[config.mk]
export PLATFORM = sky130hd
export DESIGN_NAME = bitop_req_arbiter
export DESIGN_NICKNAME = d
export VERILOG_FILES = /design/src/rtl/bitop_req_arbiter.sv
export SDC_FILE = /design/constraint.sdc
export NUM_CORES = 1
export LEC_CHECK = 0
export CORE_AREA = 4 4 312 314
export DETAILED_ROUTE_END_ITERATION = 10
export DIE_AREA = 0 0 316 318
export GPL_TIMING_DRIVEN = 0
export PLACE_DENSITY = 0.39
export SYNTH_ARGS = -nofsm -noshare
export SYNTH_HDL_FRONTEND = slang
export SYNTH_SLANG_ARGS = --single-unit
[constraint.sdc]
create_clock -name clk -period 3.95 [get_ports clk]
set_clock_uncertainty 0.15 [all_clocks]
set_input_delay 0.79 -clock clk [delete_from_list [all_inputs] [get_ports clk]]
set_output_delay 0.79 -clock clk [all_outputs]
set_load 0.005 [all_outputs]
[src/rtl/bitop_req_arbiter.sv]
// bitop_req_arbiter
// Round-robin front end that shares one bit-manipulation unit (clr/set/get/pass)
// among NUM_REQ requesters: one command in flight, per-requester registered response.
// Optional feature macro: BITOP_RANGE_CHECK_EN -- when defined, reserved ops
// (op[2]=1) and bit indices >= DATA_W are accepted but answered with resp_err=1
// without touching the unit. When undefined, every command is issued unchanged.
//
// state | meaning
// IDLE  | no command held; grant made combinationally to next valid requester
// ISSUE | unit_enable strobe, latched command on unit_* pins
// WAIT  | latency down-counter running; unit result captured at terminal count
// RESP  | response held on resp_* until the owner's resp_ready
module bitop_req_arbiter #(
   parameter int NUM_REQ  = 4,
   parameter int DATA_W   = 64,
   parameter int UNIT_LAT = 1
) (
   input  logic                      clk,
   input  logic                      reset,
   input  logic [NUM_REQ-1:0]        req_valid,
   output logic [NUM_REQ-1:0]        req_ready,
   input  logic [3*NUM_REQ-1:0]      req_op,
   input  logic [DATA_W*NUM_REQ-1:0] req_opa,
   input  logic [DATA_W*NUM_REQ-1:0] req_opb,
   output logic [NUM_REQ-1:0]        resp_valid,
   input  logic [NUM_REQ-1:0]        resp_ready,
   output logic [DATA_W-1:0]         resp_data,
   output logic                      resp_sign,
   output logic                      resp_err,
   output logic                      unit_enable,
   output logic [2:0]                unit_operation,
   output logic [DATA_W-1:0]         unit_opa,
   output logic [DATA_W-1:0]         unit_opb,
   input  logic [DATA_W-1:0]         unit_out,
   input  logic                      unit_sign,
   output logic                      busy
);

   localparam int GW = (NUM_REQ > 1) ? $clog2(NUM_REQ) : 1;
   localparam int CW = (UNIT_LAT > 1) ? $clog2(UNIT_LAT) : 1;
   localparam logic [GW-1:0]      LAST_INIT = GW'(NUM_REQ - 1);
   localparam logic [CW-1:0]      CNT_LOAD  = CW'(UNIT_LAT - 1);
   localparam logic [NUM_REQ-1:0] ONE_HOT0  = {{(NUM_REQ-1){1'b0}}, 1'b1};

   typedef enum logic [1:0] {
      ST_IDLE  = 2'd0,
      ST_ISSUE = 2'd1,
      ST_WAIT  = 2'd2,
      ST_RESP  = 2'd3
   } state_t;

   state_t            state;
   logic [GW-1:0]     last_grant;
   logic [GW-1:0]     grant_idx;
   logic              grant_found;
   logic [CW-1:0]     lat_cnt;
   logic [2:0]        op_arr  [NUM_REQ];
   logic [DATA_W-1:0] opa_arr [NUM_REQ];
   logic [DATA_W-1:0] opb_arr [NUM_REQ];
   logic [2:0]        sel_op;
   logic [DATA_W-1:0] sel_opa;
   logic [DATA_W-1:0] sel_opb;
   logic              cmd_bad;

   for (genvar i = 0; i < NUM_REQ; i++) begin : g_unpack
      assign op_arr[i]  = req_op[3*i +: 3];
      assign opa_arr[i] = req_opa[DATA_W*i +: DATA_W];
      assign opb_arr[i] = req_opb[DATA_W*i +: DATA_W];
   end

   // Rotating priority search: first valid requester after the last one granted.
   always_comb begin
      grant_found = 1'b0;
      grant_idx   = last_grant;
      for (int i = 1; i <= NUM_REQ; i++) begin
         if (!grant_found && req_valid[GW'((int'(last_grant) + i) % NUM_REQ)]) begin
            grant_found = 1'b1;
            grant_idx   = GW'((int'(last_grant) + i) % NUM_REQ);
         end
      end
   end

   assign sel_op  = op_arr[grant_idx];
   assign sel_opa = opa_arr[grant_idx];
   assign sel_opb = opb_arr[grant_idx];

`ifdef BITOP_RANGE_CHECK_EN
   localparam logic [DATA_W-1:0] IDX_LIMIT = DATA_W'(DATA_W);
   assign cmd_bad = sel_op[2] | (sel_opb >= IDX_LIMIT);
`else
   assign cmd_bad = 1'b0;
`endif

   // Accept strobe is only offered while idle and out of reset.
   always_comb begin
      req_ready = '0;
      if ((state == ST_IDLE) && !reset && grant_found) begin
         req_ready[grant_idx] = 1'b1;
      end
   end

   assign busy = (state != ST_IDLE);

   // Sequencer: accept, issue strobe, latency count, hold response until owner takes it.
   always_ff @(posedge clk) begin
      if (reset) begin
         state          <= ST_IDLE;
         last_grant     <= LAST_INIT;
         lat_cnt        <= '0;
         resp_valid     <= '0;
         resp_data      <= '0;
         resp_sign      <= 1'b0;
         resp_err       <= 1'b0;
         unit_enable    <= 1'b0;
         unit_operation <= '0;
         unit_opa       <= '0;
         unit_opb       <= '0;
      end else begin
         unit_enable <= 1'b0;
         case (state)
            ST_IDLE: begin
               if (grant_found) begin
                  last_grant <= grant_idx;
                  if (cmd_bad) begin
                     // Rejected commands never reach the unit; answer straight away.
                     resp_valid <= ONE_HOT0 << grant_idx;
                     resp_data  <= '0;
                     resp_sign  <= 1'b0;
                     resp_err   <= 1'b1;
                     state      <= ST_RESP;
                  end else begin
                     unit_operation <= sel_op;
                     unit_opa       <= sel_opa;
                     unit_opb       <= sel_opb;
                     unit_enable    <= 1'b1;
                     state          <= ST_ISSUE;
                  end
               end
            end
            ST_ISSUE: begin
               lat_cnt <= CNT_LOAD;
               state   <= ST_WAIT;
            end
            ST_WAIT: begin
               if (lat_cnt == '0) begin
                  resp_data  <= unit_out;
                  resp_sign  <= unit_sign;
                  resp_err   <= 1'b0;
                  resp_valid <= ONE_HOT0 << last_grant;
                  state      <= ST_RESP;
               end else begin
                  lat_cnt <= lat_cnt - CW'(1);
               end
            end
            ST_RESP: begin
               if (resp_ready[last_grant]) begin
                  resp_valid <= '0;
                  state      <= ST_IDLE;
               end
            end
            default: state <= ST_IDLE;
         endcase
      end
   end

endmodule

==> flow_summary.toml <==
[layout]
fillCellCount = 10183
final_cells = 3386
syn_to_final_growth_pct = 91.8
final_area_um2 = 23100
layout_commonest_cell = "clkdlybuf4s50_1"
fin_nets = 2697
final_cell_mix = "clkdlybuf4s50_1 (796), mux2i_1 (297), dfxtp_1 (203)"
drive_gt1_share_pct = 11.6

[sta]
tightest_slew_ns = 1.18
finalHoldViolations = 0
hold_ws_ns = 0.329
min_period_ns = 3.81
fin_tns_setup_ns = 0
setup_viol = 0
max_freq_ghz = 0.262
fin_ws_ns = 0.139
slew_violations = 0
rsz0062_at_grt = "no"
relSlewSlack_pct = 21.6
fin_crit_sh_pct = 96.5

[worst_setup_path]
cp.arrival_ns = 2.87
cp_max_fo = 3
required_ns = 3.01
reg2reg_depth = 15
start_kind = "flop"
worst_setup_path_end_kind = "primary output"
path_class = "flop to primary output"
timing.rr.start = "last_grant[0]"
r2r_slack_ns = 0.28
timing.rr.end = "unit_operation[2]"
cp-startpoint = "last_grant[0]"

[floorplan]
fp.dieW_um = 316
rows = 113
start_util_pct = 12.7
die_h_um = 318
io_pins = 806
core_area_um2 = 94600
die-area_um2 = 100000

[logic_synthesis]
ys_seq_area_share_pct = 34.1
synth_nets = 1840
synth.cell_area_um2 = 12000
synth.avg_cell_area_um2 = 9.75
ys_types = 40
synth_edf_count = 0
async_flop_share_pct = 0
synth-seq-cells = 205
yosys_warnings = 0
synthCells = 1233
synth-main-ff-cell = "dfxtp_1"

[cts]
numCtsBuffers = 31
cts_root_buf = "clkbuf_16"
worstSkewPairLatency_ns = 0.61
cts_sinks = 205
clk_pin_slew_ns = 0.06
cts_buffer_depth = 3
htree_levels = 1
cts_tree = "built"

[placement]
place_area_um2 = 21700
dp_hpwl_um = 65000
io_buffers = 804
placed_cells_incl_taps = 3303
place_congestion = 0.884
pre_cts_slack_ns = -1.39

[global_routing]
track_usage_pct = 14.8
grt_pass1_wl_um = 108000
overflow = 0
antenna_found_initial = 16
grt_pass1_vias = 14487
grt_max_degree = 17

[drt]
dr_total_vias = 13122
antenna_left = 0
drc = 0
via_per_inst = 3.88
wl_um = 79000
drt_pre_antenna_iters = 5
wl_per_cell_um = 23.3
drt_iter0_drc = 502

[status]
status = "finished, final reports clean"

[worst_hold_path]
hold_end = "unit_operation[0]"
hp-class = "flop to flop"
min_from = "unit_operation[0]"
hold_depth = 2

[power]
irDropWorstVdd_uv = 346
cellPowerDensity_nw_per_um2 = 784
leakage_uw = 0.00909

[job]
cap_violations = 0
-- cell families after synthesis --
| group | count (synthesis) | share of synthesized area, % |
|---|---|---|
| compound gates | 339 | 25.2 |
| xor+xnor | 2 | 0.302 |
| fa+ha+maj | 8 | 0.833 |
| buf+inv | 122 | 5.44 |
| flops | 205 | 34.1 |
| mux | 303 | 25.7 |
| other cells | 1 | 0.0312 |
| simple gates | 253 | 8.37 |
-- what timing repair did --
item	CTS	global route
resized for setup	61	8
endpoints found under the setup margin	136	14
hold buffers	0	0
buffers inserted	19	3
pin swaps	3	4
-- through the flow --
| stage | util (%) | power, uW |
|---|---|---|
| 2_1_floorplan | - | 9810 |
| 3_3_place_gp | 22.9 | 14900 |
| 3_5_place_dp | 22.9 | 15000 |
| 4_1_cts | 24.3 | 18500 |
| 5_1_grt | 24.4 | 19300 |
| 6_report | 24.4 | 18100 |
-- state kept, by name, summed over array words and instances (netlist names), 2 cells and up --
name and flops:
unit_opa 64, state 2, unit_operation 3, resp_valid 4, unit_opb 64, last_grant 2
resp_data 64
-- worst max-delay path, cell delays in order, from the launching register on --
cell and delay, ns:
dfxtp_4 0.38, buf_12 0.12, clkinv_8 0.06, ha_4 0.27
mux4_2 0.34, nand2b_4 0.10, nor2b_4 0.13, buf_6 0.13
xnor2_4 0.11, buf_12 0.15, buf_12 0.12, nor3_2 0.16
buf_2 0.18
-- where the power goes --
part	total, uW	internal (uW)	switching (uW)	leakage (uW)
registers	3150	2750	400	0.00169
logic	12000	5230	6750	0.00686
clock network	2940	1810	1130	0.000534
total	18100	9800	8280	0.00909
-- cell usage after synthesis (4+ instances only) --
master | instances | area (um2)
o21ai_0 | 32 | 160
o21bai_1 | 100 | 751
nand2_1 | 157 | 589
mux2i_1 | 297 | 2970
buf_4 | 11 | 82.6
inv_1 | 5 | 18.8
a22oi_1 | 5 | 37.5
o211ai_1 | 31 | 233
buf_2 | 10 | 50.1
ha_1 | 8 | 100
nor2_1 | 78 | 293
a221oi_2 | 97 | 1460
a21oi_1 | 67 | 335
buf_6 | 13 | 146
clkbuf_1 | 74 | 278
mux4_2 | 4 | 90.1
buf_1 | 4 | 15.0
dfxtp_1 | 205 | 4100
buf_8 | 4 | 60.1
-- worst max path at each step --
stage                   endpoint  depth (start not counted)
finish              req_ready[1]                         12
global placement     unit_opb[1]                         12
CTS                 req_ready[1]                         13
detailed placement  req_ready[1]                         13
floorplan           req_ready[2]                         12
global route        req_ready[0]                         10
-- final cells by class --
class                           instances  area (um2)  area share [%]
Timing Repair Buffer                  827        8250            35.8
Multi-Input combinational cell        906        7320            31.7
Sequential cell                       205        4110            17.8
Tap cell                             1265        1580            6.87
Clock buffer                           44         925            4.01
Buffer                                113         662            2.87
Clock inverter                         11         151           0.657
Inverter                                6        35.0           0.152
Antenna cell                            9        22.5          0.0977
-- routing by layer --
layer	global-route usage (%)	up-vias	wire length, um
li1	-	6276	-
met1	15.8	6180	29500
met2	27.2	574	40200
met3	5.26	86	7060
met4	4.32	6	2210
met5	0	-	37
(Power assumes the default switching activity.)
